`src/rtl/ctrl_pipe_reg_pkg.sv`:
```
// Shared control-word type for the control pipeline register.
// Holds the NOP constant that reset, flush and input gating load.
package ctrl_pipe_pkg;

    typedef struct packed {
        logic       valid;
        logic [2:0] DMCtrl;
        logic [1:0] RUDataWrSrc;
        logic       RuWr;
        logic       DMWr;
    } ctrl_t;

    localparam ctrl_t CTRL_NOP = '{
        valid:       1'b0,
        DMCtrl:      3'b000,
        RUDataWrSrc: 2'b00,
        RuWr:        1'b0,
        DMWr:        1'b0
    };

    localparam int MAX_DEPTH = 4;

endpackage

```
`src/rtl/ctrl_pipe_reg_if.sv`:
```
// Pipeline-control bundle: hazard controls, incoming control word,
// final-stage control word and the squash counter.
interface ctrl_pipe_reg_if #(
    parameter int CNT_W = 16
);
    logic             stall;
    logic             flush;
    logic             valid_in;
    logic [2:0]       DMCtrl_in;
    logic [1:0]       RUDataWrSrc_in;
    logic             RuWr_in;
    logic             DMWr_in;
    logic             valid_out;
    logic [2:0]       DMCtrl_out;
    logic [1:0]       RUDataWrSrc_out;
    logic             RuWr_out;
    logic             DMWr_out;
    logic [CNT_W-1:0] squash_cnt;

    modport master (
        output stall, flush, valid_in, DMCtrl_in, RUDataWrSrc_in, RuWr_in, DMWr_in,
        input  valid_out, DMCtrl_out, RUDataWrSrc_out, RuWr_out, DMWr_out, squash_cnt
    );

    modport slave (
        input  stall, flush, valid_in, DMCtrl_in, RUDataWrSrc_in, RuWr_in, DMWr_in,
        output valid_out, DMCtrl_out, RUDataWrSrc_out, RuWr_out, DMWr_out, squash_cnt
    );
endinterface

```
`src/rtl/ctrl_pipe_reg_stage.sv`:
```
// One control-word register stage; reset and flush both load NOP,
// stall holds the current contents.
module ctrl_stage
    import ctrl_pipe_pkg::*;
(
    input  logic  clk,
    input  logic  rst,
    input  logic  flush,
    input  logic  stall,
    input  ctrl_t d,
    output ctrl_t q
);

    always_ff @(posedge clk) begin
        if (rst || flush) begin
            q <= CTRL_NOP;
        end else if (!stall) begin
            q <= d;
        end
    end

endmodule

```
`src/rtl/ctrl_pipe_reg.sv`:
```
// DEPTH-stage control pipeline register with stall/flush and a
// saturating count of live words squashed by flushes.
module ctrl_pipe_reg
    import ctrl_pipe_pkg::*;
#(
    parameter int DEPTH = 1,
    parameter int CNT_W = 16
) (
    input logic           clk,
    input logic           rst,
    ctrl_pipe_reg_if.slave bus
);

    if (DEPTH < 1 || DEPTH > MAX_DEPTH) begin : g_bad_depth
        $error("ctrl_pipe_reg: DEPTH must be in 1..4");
    end
    if (CNT_W < 3) begin : g_bad_cnt_w
        $error("ctrl_pipe_reg: CNT_W must be at least 3");
    end

    ctrl_t            in_word;
    ctrl_t            stg_d [DEPTH];
    ctrl_t            stg_q [DEPTH];
    logic [2:0]       live_cnt;
    logic [CNT_W-1:0] squash_q;

    // An increment of up to DEPTH may jump past the top; clamp instead of wrapping.
    function automatic logic [CNT_W-1:0] sat_add(input logic [CNT_W-1:0] a,
                                                 input logic [2:0]       inc);
        logic [CNT_W:0] sum;
        sum = {1'b0, a} + {{(CNT_W-2){1'b0}}, inc};
        return sum[CNT_W] ? {CNT_W{1'b1}} : sum[CNT_W-1:0];
    endfunction

    always_comb begin
        in_word = CTRL_NOP;
        if (bus.valid_in) begin
            in_word.valid       = 1'b1;
            in_word.DMCtrl      = bus.DMCtrl_in;
            in_word.RUDataWrSrc = bus.RUDataWrSrc_in;
            in_word.RuWr        = bus.RuWr_in;
            in_word.DMWr        = bus.DMWr_in;
        end
    end

    assign stg_d[0] = in_word;

    for (genvar k = 0; k < DEPTH; k++) begin : g_stage
        if (k > 0) begin : g_link
            assign stg_d[k] = stg_q[k-1];
        end
        ctrl_stage u_stage (
            .clk   (clk),
            .rst   (rst),
            .flush (bus.flush),
            .stall (bus.stall),
            .d     (stg_d[k]),
            .q     (stg_q[k])
        );
    end

    always_comb begin
        live_cnt = 3'd0;
        for (int k = 0; k < DEPTH; k++) begin
            live_cnt = live_cnt + {2'b00, stg_q[k].valid};
        end
    end

    // Squash counting happens only on a flush edge that is not also a reset edge.
    always_ff @(posedge clk) begin
        if (rst) begin
            squash_q <= '0;
        end else if (bus.flush) begin
            squash_q <= sat_add(squash_q, live_cnt);
        end
    end

    assign bus.valid_out       = stg_q[DEPTH-1].valid;
    assign bus.DMCtrl_out      = stg_q[DEPTH-1].DMCtrl;
    assign bus.RUDataWrSrc_out = stg_q[DEPTH-1].RUDataWrSrc;
    assign bus.RuWr_out        = stg_q[DEPTH-1].RuWr;
    assign bus.DMWr_out        = stg_q[DEPTH-1].DMWr;
    assign bus.squash_cnt      = squash_q;

endmodule

```
`src/flat_wrapper.sv`:
```
// flat-port wrapper written by rule: the top's interface ports become plain ports
module ctrl_pipe_reg_flat import ctrl_pipe_pkg::*;
#(
    parameter int DEPTH = 1,
    parameter int CNT_W = 16
)
  (clk, rst, bus_stall, bus_flush, bus_valid_in, bus_DMCtrl_in, bus_RUDataWrSrc_in, bus_RuWr_in, bus_DMWr_in, bus_valid_out, bus_DMCtrl_out, bus_RUDataWrSrc_out, bus_RuWr_out, bus_DMWr_out, bus_squash_cnt);
  ctrl_pipe_reg_if #(.CNT_W(CNT_W)) bus_i ();
  input logic clk;
  input logic rst;
  input wire logic [$bits(bus_i.stall)-1:0] bus_stall;
  input wire logic [$bits(bus_i.flush)-1:0] bus_flush;
  input wire logic [$bits(bus_i.valid_in)-1:0] bus_valid_in;
  input wire logic [$bits(bus_i.DMCtrl_in)-1:0] bus_DMCtrl_in;
  input wire logic [$bits(bus_i.RUDataWrSrc_in)-1:0] bus_RUDataWrSrc_in;
  input wire logic [$bits(bus_i.RuWr_in)-1:0] bus_RuWr_in;
  input wire logic [$bits(bus_i.DMWr_in)-1:0] bus_DMWr_in;
  output wire logic [$bits(bus_i.valid_out)-1:0] bus_valid_out;
  output wire logic [$bits(bus_i.DMCtrl_out)-1:0] bus_DMCtrl_out;
  output wire logic [$bits(bus_i.RUDataWrSrc_out)-1:0] bus_RUDataWrSrc_out;
  output wire logic [$bits(bus_i.RuWr_out)-1:0] bus_RuWr_out;
  output wire logic [$bits(bus_i.DMWr_out)-1:0] bus_DMWr_out;
  output wire logic [$bits(bus_i.squash_cnt)-1:0] bus_squash_cnt;
  assign bus_i.stall = bus_stall;
  assign bus_i.flush = bus_flush;
  assign bus_i.valid_in = bus_valid_in;
  assign bus_i.DMCtrl_in = bus_DMCtrl_in;
  assign bus_i.RUDataWrSrc_in = bus_RUDataWrSrc_in;
  assign bus_i.RuWr_in = bus_RuWr_in;
  assign bus_i.DMWr_in = bus_DMWr_in;
  assign bus_valid_out = bus_i.valid_out;
  assign bus_DMCtrl_out = bus_i.DMCtrl_out;
  assign bus_RUDataWrSrc_out = bus_i.RUDataWrSrc_out;
  assign bus_RuWr_out = bus_i.RuWr_out;
  assign bus_DMWr_out = bus_i.DMWr_out;
  assign bus_squash_cnt = bus_i.squash_cnt;
  ctrl_pipe_reg #(.DEPTH(DEPTH), .CNT_W(CNT_W)) u_core (.clk(clk), .rst(rst), .bus(bus_i));
endmodule
```
`config.mk`:
```
export PLATFORM = sky130hd
export DESIGN_NAME = ctrl_pipe_reg_flat
export DESIGN_NICKNAME = d
export VERILOG_FILES = /design/src/rtl/ctrl_pipe_reg_pkg.sv /design/src/rtl/ctrl_pipe_reg_if.sv /design/src/rtl/ctrl_pipe_reg_stage.sv /design/src/rtl/ctrl_pipe_reg.sv /design/src/flat_wrapper.sv
export SDC_FILE = /design/constraint.sdc
export NUM_CORES = 1
export LEC_CHECK = 0
export CORE_UTILIZATION = 37
export DETAILED_ROUTE_END_ITERATION = 7
export GPL_TIMING_DRIVEN = 0
export MAX_ROUTING_LAYER = met4
export PLACE_DENSITY = 0.66
export REMOVE_ABC_BUFFERS = 1
export SYNTH_ARGS = -nofsm -noshare
export SYNTH_HDL_FRONTEND = slang
export SYNTH_HIERARCHICAL = 1
export SYNTH_SLANG_ARGS = --single-unit
```
`constraint.sdc`:
```
create_clock -name clk -period 1.85 [get_ports clk]
set_input_delay 0.555 -clock clk [delete_from_list [all_inputs] [get_ports clk]]
set_output_delay 0.555 -clock clk [all_outputs]
set_load 0.02 [all_outputs]
```
# Word level (Yosys, flattened, before mapping)
# Index checks and enable logic that the tools add are counted.
dict set report classes {
  add_sub_neg 1
  n_reduce_logical 1
  n_mux 2
}
# op n
set op_table {}
lappend op_table {{adder 16 x 1 -> 17 bit} 1}
lappend op_table {{2-to-1 mux 16 bit} 1}
lappend op_table {{2-to-1 mux 8 bit} 1}
lappend op_table {{logical OR 1 bit} 1}
dict set report word_totals {
  out_inout_bits 24
  in_bits 12
  regBits 24
}

# Logic depth before layout (Yosys ltp)
# Gate-level depths: netlist of the first run.
dict set report logic_depth {
  depth_word 2
  mapped_depth 6
}

# Cells and area by module
# The synthesis of the first run kept the hierarchy.
# module instances area_per_inst_um2 seq_area_each_um2 cells_per_inst
set by_module_without_submodules {}
lappend by_module_without_submodules {ctrl_pipe_reg 1 852.1 320.3 88}
lappend by_module_without_submodules {ctrl_stage 1 295.3 160.2 27}

# Worst setup path after synthesis of the first run
# Ideal clock, no wire load.
dict set report synth_timing {
  kind {register to register}
  startpoint {register u_core/g_stage[0].u_stage/q[7] in the netlist's numbering}
  endpoint {register u_core.squash_q[10] (netlist: u_core/bus.squash_cnt[10])}
  period_less_slack_ps 1615
  stages_incl_launch_ff 7
  setup_time_ps 88
  path_slack_ps 235
  arrival_time_ps 1527
  required_ps 1762
  path_buffers 1
  cell_sequence {dfxtp_1 ha_1 nand3_4 nor3_4 buf_6 a31oi_1 a311oi_2}
}
dict set report synth_via {
  elab_chain_len 2
}
# item line_no
set synth_lines {}
lappend synth_lines {{from (decl)} ctrl_pipe_reg_stage.sv:11} ;# output ctrl_t q
lappend synth_lines {{from (signal assigned)} ctrl_pipe_reg_stage.sv:16} ;# q <= CTRL_NOP;
lappend synth_lines {{from (signal assigned)} ctrl_pipe_reg_stage.sv:18} ;# q <= d;
lappend synth_lines {{adder 16 x 1 -> 17 bit} ctrl_pipe_reg.sv:31} ;# sum = {1'b0, a} + {{(CNT_W-2){1'b0}}, inc};
lappend synth_lines {{2-to-1 mux 16 bit} ctrl_pipe_reg.sv:32} ;# return sum[CNT_W] ? {CNT_W{1'b1}} : sum[CNT_W-1:0];
lappend synth_lines {{to (signal assigned)} ctrl_pipe_reg.sv:74} ;# squash_q <= sat_add(squash_q, live_cnt);
lappend synth_lines {{to (decl)} ctrl_pipe_reg.sv:25} ;# logic [CNT_W-1:0] squash_q;
# No other way between the ends.
# A chain may end at the register's enable or synchronous reset.

# Worst setup path after layout of the first run
dict set report layout_timing {
  startpoint {register u_core.squash_q[8] (netlist: u_core/bus.squash_cnt[8])}
  endpoint {output bus_squash_cnt[8]}
}
# item line_no
set layout_lines {}
lappend layout_lines {{to (decl)} flat_wrapper.sv:23} ;# output wire logic [$bits(bus_i.squash_cnt)-1:0] bus_squash_cnt;
# No word-level cell between the ends.

==> results.cfg, run 1 <==
[synthesis]
ys_warn_count = 6
syn_area_per_cell_um2 = 9.98
synthTopCellsByArea = dfxtp_1 (42%), mux2i_1 (7.9%), nor2_1 (4.6%)
synth_area_mm2 = 0.00115
synth_top_family_by_area = simple AND/OR/NAND/NOR gates
yosysMostFrequentCell = dfxtp_1
synthSimpleGateAreaFrac_pct = 27.9
synth.top_cell.area_share_pct = 41.9
synth.largest_area_cell = dfxtp_1
synthMuxAreaShare_pct = 7.85
synth_xor_area_share_pct = 4.58
synthAdderAreaFrac_pct = 2.18
yosys.cell_types.count = 35
synth-compound-area-share_pct = 12.6
synth_flop_cell = dfxtp_1
ys_async_sr_fraction_pct = 0
synth_edf_count = 0
synth-seq-cells = 24
ys_seq_area_share_pct = 41.9
syn_inst = 115
yosys-top-cells-count = dfxtp_1 (24), nor2_1 (14), a21oi_1 (10), mux2i_1 (9), and2_1 (8)

[placement]
dpl-instance-area_mm2 = 0.00150
hpwl_um = 1720
gp_congestion = 0.720
dpl.cell_count = 177
port_buffers = 35

[power_and_ir_drop]
p_sw_uw = 198
pwr-share-comb_pct = 7.2
p_per_area_mw_per_mm2 = 618
pwr-share-clk_pct = 39.2
internal-power_uw = 780
p_sw_share_pct = 20.2
vdd_ir_drop_max_v = 0.000354
p_seq_share_pct = 53.6
p_leak_uw = 0.000807

[setup_path]
crit_type = reg2out
critPathMaxStageDelay_ns = 0.49
critPathArrivalTime_ns = 1.17
critPathBufInv = 1
path_cells = dlygate4sd2_1
path_delay_family = flip-flops
cp-end-kind = output pin
startpoint_type = flop
critPathMaxFanout = 8
critPathRequiredTime_ns = 1.29
slowest_stage = dfxtp_1

[layout]
syn2layout_area_growth_pct = 37.8
finalNetCount = 166
final_area_mm2 = 0.00158
postLayoutCoreUtil_pct = 55.4
fin_cells = 182
drive_gt1_share_pct = 13.2
diodes = 0

[global_routing]
grt_pass1_wl_um = 4260
antenna_found_initial = 0
grt_pass1_vias = 945
grt_max_degree = 18
overflow = 0
track_usage_pct = 17.1

[clock_tree]
cts.htree.levels = 1
numCtsBuffers = 3
cts_hold_buf = 0
cts_tree = yes
clk_latency_ns = 0.32
cts.sinks = 24
cts-root-buf = clkbuf_4
clkTransAtPathRegs_ns = 0.13
cts_buffer_depth = 2

[route]
vias = 988
drt_iter0_drc = 23
finalWirelength_um = 2460
drcViolationCount = 3
ant_nets = 0
firstDrtPassIters = 6
avgViaCountPerCell = 5.43
routedWlPerCell_um = 13.5

[sta]
max_slew.worst_pin.slew_ns = 0.626
slew_viol_final = 0
rsz0062_at_grt = no
fmax_mhz = 580
fin_skew_ns = 0.0139
setup_violations = 0
slew_headroom_pct = 58.2
finalHoldViolations = 0
timing.final.crit_period_ns = 1.72
period_share_pct = 93.2

[outcome]
violations = DRC
outcome = finished with violations

[die]
initial_core_util_pct = 40.2
die_area_mm2 = 0.00333
fp.dieH_um = 57.7
core_mm2 = 0.00285
die_w_um = 57.7
placementRows = 19
ioPinCount = 36

[run]
cap_viol_max_count = 0

[hold_path]
hold_class = reg2reg
timing repair:
action	4_1_cts	5_1_grt
pin swaps	1	0
buffers inserted	1	0
cloned	0	0
resized for setup	18	9
setup endpoints to repair	31	14
sequential cells by signal (all words and copies together), names as in the netlist:
register and flops:
u_core/g_stage.u_stage/q 8, u_core/bus.squash_cnt 16
cell type report:
class,count,area [um2]
fillers,283,1270
multi-input cells,87,639
flip-flops and latches,24,482
repair buffers,36,369
well taps,31,38.8
clock inverters,1,30.0
clock buffers,3,22.5
metrics by stage:
step                      TNS [ns]  hold slack [ns]  total power, uW  worst slack (ns)
after floorplan                  0            0.590              561             0.142
after global placement       -7.52            0.477              607            -0.457
after detailed placement     -7.66            0.488              608            -0.466
after CTS                        0            0.522              992           0.00211
after global routing             0            0.549             1020            0.0447
final                            0            0.509              978             0.127
logic make-up after synthesis:
kind of cell	count (synthesis)
AOI/OAI and AO/OA	21
xor gates and xnor gates	6
adders and majority gates	2
buffers and inverters	4
DFF	24
muxes	9
and+or+nand+nor	49
path summary, 6_finish.rpt:
kind                                       start                        endpoint  slack (ns)  cells after the start
setup / recovery        u_core/bus.squash_cnt[8]               bus_squash_cnt[8]        0.13                      1
hold / removal    u_core/g_stage[0].u_stage/q[5]  u_core/g_stage[0].u_stage/q[5]        0.51                      2
setup reg to reg  u_core/g_stage[0].u_stage/q[7]       u_core/bus.squash_cnt[10]        0.28                      6
hold reg to reg   u_core/g_stage[0].u_stage/q[5]  u_core/g_stage[0].u_stage/q[5]        0.51                      2
routing by layer:
metal	vias to the layer above	global-route usage [%]	part of all wire, %
met3	4	3.13	5.9
met1	462	21.3	48
met5	-	-	0
li1	492	-	-
met4	0	8.16	2.3
met2	30	27.1	44
power by group through the flow:
stage	logic [uW]	registers [uW]	clock network (uW)
6_report	70.3	524	383
2_1_floorplan	20.0	541	0
5_1_grt	76.5	525	417
4_1_cts	72.2	524	396
3_3_place_gp	71.7	536	0
3_5_place_dp	72.5	536	0
cells in the final DEF (no fill, tap or decap), types with 2 or more instances in the layout:
cell and instances:
nor2_1 14, dfxtp_1 23, a31oi_1 2, nand3_4 2, nand2_1 5, nand4_1 4, a21oi_1 10, clkbuf_4 3
and3_2 3, dlygate4sd2_1 17, ha_1 2, nor4_2 2, nand3_1 2, clkdlybuf4s50_1 10, dlymetal6s2s_1 8, nor3_1 2
and2_1 8, a311oi_1 2, mux2i_1 9, xnor2_1 5
worst reg2reg max path: stages, from the launching register on:
cell and delay (ns):
dfxtp_1 0.41, ha_1 0.25, nand3_4 0.13, nor3_4 0.22, buf_12 0.16, a31oi_1 0.09
a311oi_2 0.23
Power figures use the tool's default switching activity.
==> run 2, diff against run 1 <==
- clock period: 1.85 -> 1.62 ns (I/O delays scaled with it)
==> run 2 against run 1 <==
The flow still finishes with violations (DRC); worst setup slack worse by 0.070 ns; clock power up 15%; first-iteration DRC count unchanged; critical path type unchanged.
==> results.cfg, run 2 (synthesized netlist as in run 1, its figures left out) <==
[sta]
tns_ns = 0
slew_headroom_pct = 58.2
timing.final.crit_period_ns = 1.56
period_share_pct = 96.5
fin_skew_ns = 0.0160
finalHoldViolations = 0
max_slew.worst_pin.slew_ns = 0.627
fin_ws_ns = 0.0564
rsz0062_at_grt = no
fmax_mhz = 640
setup_violations = 0
slew_viol_final = 0

[clock_tree]
cts_tree = yes
clk_latency_ns = 0.33
cts_buffer_depth = 2
cts.htree.levels = 1
cts_hold_buf = 0
clkTransAtPathRegs_ns = 0.13
cts.sinks = 24
cts-root-buf = clkbuf_4
numCtsBuffers = 3

[layout]
fin_cells = 184
drive_gt1_share_pct = 25.5
syn2layout_area_growth_pct = 37.0
layout_commonest_cell = nor2_1
layout_common_cells = nor2_1 (14), dlygate4sd2_1 (12), dfxtp_2 (12), dfxtp_1 (12), a21oi_1 (10)
postLayoutCoreUtil_pct = 55.1
finalNetCount = 168
largest_reg_flops = 16
diodes = 0
fill_cells = 278

[placement]
port_buffers = 35
gp_congestion = 0.720
dpl.cell_count = 177
post-place-ws_ns = -0.627
hpwl_um = 1720

[outcome]
violations = DRC
outcome = finished with violations

[die]
fp.dieH_um = 57.7
placementRows = 19
die_area_mm2 = 0.00333
die_w_um = 57.7
initial_core_util_pct = 40.2
core_mm2 = 0.00285
ioPinCount = 36

[route]
ant_nets = 0
firstDrtPassIters = 6
avgViaCountPerCell = 5.46
finalWirelength_um = 2490
routedWlPerCell_um = 13.5
vias = 1005
drcViolationCount = 3
drt_iter0_drc = 23

[setup_path]
critPathBufInv = 1
slowest_stage = dfxtp_1
crit_type = reg2out
path_cells = clkdlybuf4s15_1
critPathMaxFanout = 6
critPathMaxStageDelay_ns = 0.44
cp-end-kind = output pin
path_delay_family = flip-flops
critPathRequiredTime_ns = 1.13
critPathArrivalTime_ns = 1.08
startpoint_type = flop

[power_and_ir_drop]
p_per_area_mw_per_mm2 = 711
totalPowerFinal_uw = 1120
p_leak_uw = 0.000675
vdd_ir_drop_max_v = 0.000408

[global_routing]
grt_pass1_vias = 953
overflow = 0
track_usage_pct = 17.1
antenna_found_initial = 0
grt_max_degree = 18
grt_pass1_wl_um = 4260

[hold_path]
hold_class = reg2reg

[run]
cap_viol_max_count = 0
## run 2: cell types whose count changed in the layout (fill, tap and decap cells not counted), sizes merged
cell | previous run | this run
dlygate4sd2 | 17 | 12
clkdlybuf4s15 | 0 | 10
buf | 1 | 3
clkdlybuf4s50 | 10 | 9
clkbuf | 3 | 6
dlymetal6s2s | 8 | 1
## run 2: path summary, 6_finish.rpt
check	from	endpoint	slack, ns	cells past startpoint
setup / recovery	u_core/bus.squash_cnt[14]	bus_squash_cnt[14]	0.06	1
setup reg to reg	u_core/g_stage[0].u_stage/q[7]	u_core/bus.squash_cnt[13]	0.10	6
hold reg to reg	u_core/g_stage[0].u_stage/q[1]	u_core/g_stage[0].u_stage/q[1]	0.51	2
hold / removal	u_core/g_stage[0].u_stage/q[1]	u_core/g_stage[0].u_stage/q[1]	0.51	2
## run 2: layout make-up
type / instances / area, um2 / share of cell area [%]
clock buffers: 3 / 22.5 / 1.43
clock inverters: 1 / 30.0 / 1.91
flip-flops and latches: 24 / 495 / 31.5
well taps: 31 / 38.8 / 2.47
repair buffers: 38 / 349 / 22.2
multi-input cells: 87 / 636 / 40.4
## run 2: where the power goes
group	switching, uW	internal, uW	leakage (uW)
registers	3.08	595	0.000200
logic	35.5	42.5	0.000447
clock network	191	250	0.0000279
total	229	888	0.000675
## run 2: through the flow
| step | hold WS (ns) | cell area [um2] |
|---|---|---|
| after floorplan | 0.548 | 1110 |
| after global placement | 0.477 | 1500 |
| after detailed placement | 0.488 | 1500 |
| after CTS | 0.516 | 1560 |
| after global routing | 0.552 | 1570 |
| final | 0.510 | 1570 |
## run 2: what timing repair did
item | in CTS | in global routing
setup buffers | 3 | 0
hold endpoints to repair | 0 | 0
setup endpoints to repair | 39 | 36
resized for setup | 37 | 21
pin swaps | 1 | 0
## run 2: layer usage
metal	vias up	track usage (%)	wire length (um)
met5	-	-	0
met4	0	8.16	57
met3	4	3.13	148
met2	34	27.9	1100
met1	471	20.6	1180
li1	496	-	-
==> run 3, diff against run 2 <==
- CAP_MARGIN: unset -> 25
==> results of run 3 <==
Final layout, timing and power as in run 2 (identical DEF).
